--- src/rtl/gps_emu_pkg.sv ---
// ---------------------------------------------------------------------------
// gps_emu_pkg
// Shared definitions for the gps_emulator host controller: register map
// address constants, controller state encoding and the per-satellite
// configuration record.
// ---------------------------------------------------------------------------
package gps_emu_pkg;

    // Per-satellite register offsets (wr_addr[3:0] when wr_addr[7:4] < NSAT)
    localparam logic [3:0] REG_FREQ   = 4'd0;
    localparam logic [3:0] REG_GAIN   = 4'd1;
    localparam logic [3:0] REG_CASEL  = 4'd2;
    localparam logic [3:0] REG_RATE   = 4'd3;

    // Global register block (wr_addr[7:4] == SAT_GLOBAL)
    localparam logic [3:0] SAT_GLOBAL = 4'hF;
    localparam logic [3:0] REG_CTRL   = 4'd0;
    localparam logic [3:0] REG_NOISE  = 4'd1;

    // CTRL register bit positions
    localparam int CTRL_RUN_BIT    = 0;
    localparam int CTRL_COMMIT_BIT = 1;

    // Highest valid C/A code select (PRN table has 36 entries)
    localparam logic [5:0] CA_SEL_MAX = 6'd35;

    typedef enum logic [1:0] {
        IDLE = 2'd0,
        RUN  = 2'd1,
        PEND = 2'd2
    } ctrl_state_t;

    typedef struct packed {
        logic [31:0] freq;
        logic [15:0] gain;
        logic [5:0]  ca_sel;
        logic [31:0] freq_rate;   // signed doppler increment per epoch
    } sat_cfg_t;

endpackage

--- src/rtl/gps_epoch_timer.sv ---
// ---------------------------------------------------------------------------
// gps_epoch_timer
// Chip / code-epoch counter, cycle-aligned with the emulator C/A address
// wrap. Counters are held at zero while run is low, so every run starts a
// fresh epoch.
//   clk          in  system clock
//   rstn         in  asynchronous reset, active low
//   run          in  count enable; low clears both counters
//   epoch_pulse  out high on the last clk of each code epoch
// CHIP_CLKS and EPOCH_CHIPS must both be >= 2.
// ---------------------------------------------------------------------------
module gps_epoch_timer #(
    parameter int CHIP_CLKS   = 100,
    parameter int EPOCH_CHIPS = 1023
) (
    input  logic clk,
    input  logic rstn,
    input  logic run,
    output logic epoch_pulse
);

    localparam int CLK_W  = $clog2(CHIP_CLKS);
    localparam int CHIP_W = $clog2(EPOCH_CHIPS);
    localparam logic [CLK_W-1:0]  CLK_LAST  = CLK_W'(CHIP_CLKS - 1);
    localparam logic [CHIP_W-1:0] CHIP_LAST = CHIP_W'(EPOCH_CHIPS - 1);

    logic [CLK_W-1:0]  clk_cnt_q,  clk_cnt_d;
    logic [CHIP_W-1:0] chip_cnt_q, chip_cnt_d;
    logic              chip_end;

    always_comb begin
        // NOTE: every signal written here gets a default first, so no path
        // leaves it unassigned and no latch is inferred.
        clk_cnt_d   = clk_cnt_q;
        chip_cnt_d  = chip_cnt_q;
        chip_end    = (clk_cnt_q == CLK_LAST);
        epoch_pulse = run && chip_end && (chip_cnt_q == CHIP_LAST);

        if (!run) begin
            clk_cnt_d  = '0;
            chip_cnt_d = '0;
        end else if (chip_end) begin
            clk_cnt_d  = '0;
            chip_cnt_d = (chip_cnt_q == CHIP_LAST) ? '0 : chip_cnt_q + 1'b1;
        end else begin
            clk_cnt_d  = clk_cnt_q + 1'b1;
        end
    end

    always_ff @(posedge clk or negedge rstn) begin
        // NOTE: state flops use non-blocking assignment so every flop samples
        // pre-edge values regardless of process ordering.
        if (!rstn) begin
            clk_cnt_q  <= '0;
            chip_cnt_q <= '0;
        end else begin
            clk_cnt_q  <= clk_cnt_d;
            chip_cnt_q <= chip_cnt_d;
        end
    end

endmodule

--- src/rtl/gps_emu_ctrl.sv ---
// ---------------------------------------------------------------------------
// gps_emu_ctrl
// Host configuration and sequencing controller for the gps_emulator.
// Host writes land in shadow registers; a commit copies shadow to active
// at once in IDLE, or on the next code-epoch boundary while running.
// While running, each epoch adds the committed doppler rate to freq.
//   clk          in   system clock
//   rstn         in   asynchronous reset, active low
//   wr_valid     in   host write request
//   wr_ready     out  host write accept (low while a commit is pending)
//   wr_addr      in   [7:4] sat index (0xF = global), [3:0] register
//   wr_data      in   write data
//   wr_err       out  1-cycle pulse after an accepted write was dropped
//   enable       out  emulator enable
//   freq         out  [NSAT] active doppler word
//   gain         out  [NSAT] active gain
//   ca_sel       out  [NSAT] active C/A select
//   noise_gain   out  active noise gain
//   epoch_pulse  out  high on the last clk of each code epoch
//   epoch_count  out  epochs completed since run start (wraps)
//   commit_pend  out  a commit is waiting for an epoch boundary
// ---------------------------------------------------------------------------
module gps_emu_ctrl
    import gps_emu_pkg::*;
#(
    parameter int NSAT        = 4,
    parameter int CHIP_CLKS   = 100,
    parameter int EPOCH_CHIPS = 1023
) (
    input  logic        clk,
    input  logic        rstn,
    input  logic        wr_valid,
    output logic        wr_ready,
    input  logic [7:0]  wr_addr,
    input  logic [31:0] wr_data,
    output logic        wr_err,
    output logic        enable,
    output logic [31:0] freq   [NSAT],
    output logic [15:0] gain   [NSAT],
    output logic [5:0]  ca_sel [NSAT],
    output logic [15:0] noise_gain,
    output logic        epoch_pulse,
    output logic [31:0] epoch_count,
    output logic        commit_pend
);

    localparam logic [4:0] NSAT_LIM = 5'(NSAT);

    ctrl_state_t state_q, state_d;
    sat_cfg_t    shadow_q [NSAT];
    sat_cfg_t    shadow_d [NSAT];
    sat_cfg_t    active_q [NSAT];
    sat_cfg_t    active_d [NSAT];
    logic [15:0] noise_sh_q, noise_sh_d;
    logic [15:0] noise_act_q, noise_act_d;
    logic        enable_q, enable_d;
    logic        wr_err_q, wr_err_d;
    logic [31:0] epoch_count_q, epoch_count_d;

    logic        wr_fire;
    logic [3:0]  sat_idx;
    logic [3:0]  reg_idx;
    logic        ctrl_wr;
    logic        ctrl_run;
    logic        ctrl_commit;
    logic        do_commit;
    logic        do_ramp;

    gps_epoch_timer #(
        .CHIP_CLKS   (CHIP_CLKS),
        .EPOCH_CHIPS (EPOCH_CHIPS)
    ) u_timer (
        .clk         (clk),
        .rstn        (rstn),
        .run         (enable_q),
        .epoch_pulse (epoch_pulse)
    );

    assign wr_ready    = (state_q != PEND);
    assign commit_pend = (state_q == PEND);
    assign wr_fire     = wr_valid && wr_ready;
    assign sat_idx     = wr_addr[7:4];
    assign reg_idx     = wr_addr[3:0];
    assign ctrl_run    = wr_data[CTRL_RUN_BIT];
    assign ctrl_commit = wr_data[CTRL_COMMIT_BIT];

    // Write decode into the shadow registers
    always_comb begin
        shadow_d   = shadow_q;
        noise_sh_d = noise_sh_q;
        wr_err_d   = 1'b0;
        ctrl_wr    = 1'b0;

        if (wr_fire) begin
            if (sat_idx == SAT_GLOBAL) begin
                unique case (reg_idx)
                    REG_CTRL:  ctrl_wr    = 1'b1;
                    REG_NOISE: noise_sh_d = wr_data[15:0];
                    default:   wr_err_d   = 1'b1;
                endcase
            end else if ({1'b0, sat_idx} < NSAT_LIM) begin
                for (int i = 0; i < NSAT; i++) begin
                    if (sat_idx == 4'(i)) begin
                        unique case (reg_idx)
                            REG_FREQ: shadow_d[i].freq = wr_data;
                            REG_GAIN: shadow_d[i].gain = wr_data[15:0];
                            REG_CASEL: begin
                                if (wr_data[5:0] > CA_SEL_MAX) wr_err_d = 1'b1;
                                else shadow_d[i].ca_sel = wr_data[5:0];
                            end
                            REG_RATE: shadow_d[i].freq_rate = wr_data;
                            default:  wr_err_d = 1'b1;
                        endcase
                    end
                end
            end else begin
                wr_err_d = 1'b1;
            end
        end
    end

    // Sequencing FSM, commit and doppler ramp
    always_comb begin
        state_d       = state_q;
        enable_d      = enable_q;
        epoch_count_d = epoch_count_q;
        active_d      = active_q;
        noise_act_d   = noise_act_q;
        do_commit     = 1'b0;
        do_ramp       = 1'b0;

        unique case (state_q)
            IDLE: begin
                if (ctrl_wr) begin
                    do_commit = ctrl_commit;
                    if (ctrl_run) begin
                        state_d       = RUN;
                        enable_d      = 1'b1;
                        epoch_count_d = '0;
                    end
                end
            end
            RUN: begin
                if (epoch_pulse) begin
                    epoch_count_d = epoch_count_q + 32'd1;
                    do_ramp       = 1'b1;
                end
                if (ctrl_wr) begin
                    if (!ctrl_run) begin
                        state_d   = IDLE;
                        enable_d  = 1'b0;
                        do_commit = ctrl_commit;
                    end else if (ctrl_commit) begin
                        // A commit landing on the pulse clk waits a full epoch.
                        state_d = PEND;
                    end
                end
            end
            PEND: begin
                if (epoch_pulse) begin
                    epoch_count_d = epoch_count_q + 32'd1;
                    do_commit     = 1'b1;
                    state_d       = RUN;
                end
            end
            default: state_d = IDLE;
        endcase

        // A commit loads freq as written; the ramp is skipped that epoch.
        if (do_commit) begin
            active_d    = shadow_q;
            noise_act_d = noise_sh_q;
        end else if (do_ramp) begin
            for (int i = 0; i < NSAT; i++) begin
                active_d[i].freq = active_q[i].freq + active_q[i].freq_rate;
            end
        end
    end

    always_ff @(posedge clk or negedge rstn) begin
        if (!rstn) begin
            state_q       <= IDLE;
            enable_q      <= 1'b0;
            wr_err_q      <= 1'b0;
            epoch_count_q <= '0;
            noise_sh_q    <= '0;
            noise_act_q   <= '0;
            // NOTE: the register arrays are reset too; software relies on
            // shadow reading as zero after reset, not on leftover values.
            shadow_q      <= '{default: '0};
            active_q      <= '{default: '0};
        end else begin
            state_q       <= state_d;
            enable_q      <= enable_d;
            wr_err_q      <= wr_err_d;
            epoch_count_q <= epoch_count_d;
            noise_sh_q    <= noise_sh_d;
            noise_act_q   <= noise_act_d;
            shadow_q      <= shadow_d;
            active_q      <= active_d;
        end
    end

    always_comb begin
        for (int i = 0; i < NSAT; i++) begin
            freq[i]   = active_q[i].freq;
            gain[i]   = active_q[i].gain;
            ca_sel[i] = active_q[i].ca_sel;
        end
    end

    assign enable      = enable_q;
    assign wr_err      = wr_err_q;
    assign noise_gain  = noise_act_q;
    assign epoch_count = epoch_count_q;

endmodule

--- config.mk ---
export PLATFORM = sky130hd
export DESIGN_NAME = gps_emu_ctrl
export DESIGN_NICKNAME = d
export VERILOG_FILES = /design/src/rtl/gps_emu_pkg.sv /design/src/rtl/gps_epoch_timer.sv /design/src/rtl/gps_emu_ctrl.sv
export SDC_FILE = /design/constraint.sdc
export NUM_CORES = 2
export LEC_CHECK = 0
export BUFFER_PORTS_ARGS = -buffer_cell sky130_fd_sc_hd__buf_2
export CAP_MARGIN = 20
export CORE_MARGIN = 5
export CORE_UTILIZATION = 49
export DETAILED_ROUTE_END_ITERATION = 16
export PLACE_DENSITY = 0.67
export SYNTH_ARGS = -nofsm -noshare
export SYNTH_HDL_FRONTEND = slang
export SYNTH_SLANG_ARGS = --single-unit
--- constraint.sdc ---
create_clock -name clk -period 3.9 [get_ports clk]
set_input_delay 0.39 -clock clk [delete_from_list [all_inputs] [get_ports clk]]
set_output_delay 0.39 -clock clk [all_outputs]
set_load 0.02 [all_outputs]
==> reports/metrics.csv <==
metric;value;unit
RSZ-0062 raised after global routing;no;
Overall Global Routing Usage;0.241;
CTS tree;done;
vias in the first global route;27100;
pin count of the biggest net entering global routing;133;
core region area;77500;um2
leakage;22.7;nW
top post-synthesis cells by count;nand2_1 (950), dfrtp_1 (773), mux2_2 (336);
top_reg_cell synth;dfrtp_1;
Final Non-Filler Cells;5028;
Post-Route Setup TNS;0;ps
vias;27400;
layout filler cell count;6950;
Post-Syn Nets;4033;
initial DRC count;1801;
vias per cell;5.44;
Crit. End Element;register;
Cell Rows;102;
Max Fclk;285;MHz
H-tree levels;3;
Setup Skew;19.5;ps
final hold violations;0;
post-synthesis register bit count;773;
Cell variety after synth;76;
kind of start point of the critical path;register;
number of buffers added on ports;311;
DRC Markers;0;
Starting Density;0.494;
Critical Path RT;4460;ps
CTS resizes;0;
slowest CP cell;a41oi_1;
status;completed;
Async SR Flop Fraction;1.00;
worst-skew pair later-pin latency;640;ps
top-count cell post-synth;nand2_1;
area delta synth->final;10.7;%
final-stage net count;4096;
CTS buffer count;87;
Critical Path Fanout Max;4;
Placer Congestion;0.879;
worst-margin pin slew;953;ps
synthesized area per cell;9.94;um2
Worst IR Drop VDD;0.324;mV
MaxCap Viol Count;0;
Synth Instances;3853;
critical path type;register to register;
final worst path period need;3500;ps
Power Density;412;nW/um2
First-pass DRT Iterations;5;
Die Wd;290;um
placed cells;4866;
CTS root buffer;clkbuf_16;
top cell type's share of synthesized area;0.505;
GRT overflow;0;
Post-DRT Antenna Nets;0;
Hold Path Class;input port to register;
Tot Pwr;0.0175;W
CP max stage delay;470;ps
Rel. slew slack;0.364;
Data arrival, critical path;4060;ps
Setup Viol. Count Final;0;
wire per inst;20.3;um
Die Ht;290;um
Detailed Place HPWL;66500;um
mapped cell area;38300;um2
Routed WL;102000;um
Clock Path Buffers;3;
Post-DP Area;39500;um2
top cell type by total area after synthesis;dfrtp_1;
clock sink count;773;
initial antenna violation count;11;
share of cells above drive strength 1;0.220;
ranking of synthesized cells by area;dfrtp_1 (51%), mux2_2 (9.9%), nand2_1 (9.3%);
register area share after synthesis;0.505;
CTS clk-pin slew, worst paths;60;ps
IO Pins;312;
fin area;42400;um2
Ys Warns;0;
Slew Viols, Final;0;
number of flops mapped to enable cells by yosys;0;
global-route wire length before repair;159000;um
total die area;83800;um2
Cell Chain, Critical Path;ha_1 -> a211oi_1 -> o21bai_1 -> a221o_1 -> a41o_1 -> and2_1 -> a41oi_1 -> o21ai_0 -> xnor2_1 -> or3_1 -> a31oi_1;
Tcrit/Tclk final;0.899;
registers in the layout, indices dropped and copies added, names as in the netlist:
register / count
shadow_q: 344
state_q: 2
gain: 64
noise_gain: 16
noise_sh_q: 16
u_timer.clk_cnt_q: 7
wr_err: 1
enable: 1
u_timer.chip_cnt_q: 10
freq: 128
ca_sel: 24
active_q: 128
epoch_count: 32
final timing paths:
path | startpoint | to | slack, ps | depth (start not counted)
min | wr_addr[2] | wr_err$_DFF_PN0_ | 70 | 3
max in group asynchronous | rstn | active_q[192]$_DFFE_PN0P_ | 2430 | 3
min reg2reg | u_timer.clk_cnt_q[0]$_DFF_PN0_ | u_timer.clk_cnt_q[0]$_DFF_PN0_ | 450 | 1
min in group asynchronous | rstn | freq[117]$_DFFE_PN0P_ | 280 | 2
max | freq[97]$_DFFE_PN0P_ | freq[127]$_DFFE_PN0P_ | 400 | 11
max reg2reg | freq[97]$_DFFE_PN0P_ | freq[127]$_DFFE_PN0P_ | 400 | 11
metrics by stage:
stage	hold WS [ps]	util	setup WS, ps
global route	72.3	0.547	123
global placement	356	0.509	499
floorplan	94.4	-	956
CTS	29.0	0.547	452
detailed placement	357	0.509	475
finish	67.9	0.547	395
area by class of cell:
class | count | area, um2 | area share
inverters | 54 | 208 | 0.00490
diodes | 4 | 10.0 | 0.000236
clock buffers | 123 | 2540 | 0.0600
well taps | 1040 | 1300 | 0.0307
multi-input cells | 2631 | 16400 | 0.388
flip-flops and latches | 773 | 19300 | 0.456
repair buffers | 369 | 2190 | 0.0517
clock inverters | 34 | 363 | 0.00856
worst max-delay path: cells and delay by family (launching register included):
family	cells	cell delay, ps
and+or+nand+nor	2	510
xor gates and xnor gates	1	160
AOI/OAI and AO/OA	7	2020
adders and majority gates	1	330
DFF	1	410
cell families (layout without fill, tap and decap cells):
logic type               count (synthesis)  in the layout  synth area share
AO/OA/AOI/OAI                          640            640             0.101
XOR/XNOR                               128            128            0.0293
adder cells (fa/ha/maj)                137            137            0.0456
buffers and inverters                  449            580            0.0671
flip-flops                             773            773             0.505
multiplexers                           352            352             0.103
other                                    0              4                 0
AND/OR/NAND/NOR                       1374           1374             0.149
timing repair:
action                                 in CTS  in global routing
buffers inserted                            0                  0
hold buffers                                1                  0
endpoints found under the hold margin      34                  0
cells in the final DEF (no fill, tap or decap), drive strengths merged, types with 14 or more instances in the layout:
cell type    n
nand2      951
dfrtp      773
buf        368
mux2       336
a21oi      228
nor2       199
o21ai      194
ha         133
clkbuf     123
xnor2       76
a21o        57
inv         56
nand3       54
xor2        52
and3        37
nand2b      27
a31oi       27
nor3        25
clkinv      25
o21bai      22
a211oi      19
or3         19
nor2b       17
mux2i       16
nand4       15
o21a        14
power by group:
part / switching [W] / internal (W) / leakage [nW] / total [W]
Sequential: 0.000124 / 0.00823 / 10.7 / 0.00835
Combinational: 0.000598 / 0.000298 / 10.5 / 0.000896
Clock: 0.00345 / 0.00478 / 1.44 / 0.00823
layer usage:
layer / GRT usage / vias to the layer above / share of wire
li1: - / 13000 / -
met1: 0.335 / 13600 / 0.45
met2: 0.393 / 605 / 0.47
met3: 0.0489 / 115 / 0.059
met4: 0.0585 / 4 / 0.021
met5: 0 / - / 0.00031
Note: power is estimated with default switching activity, not from simulation.
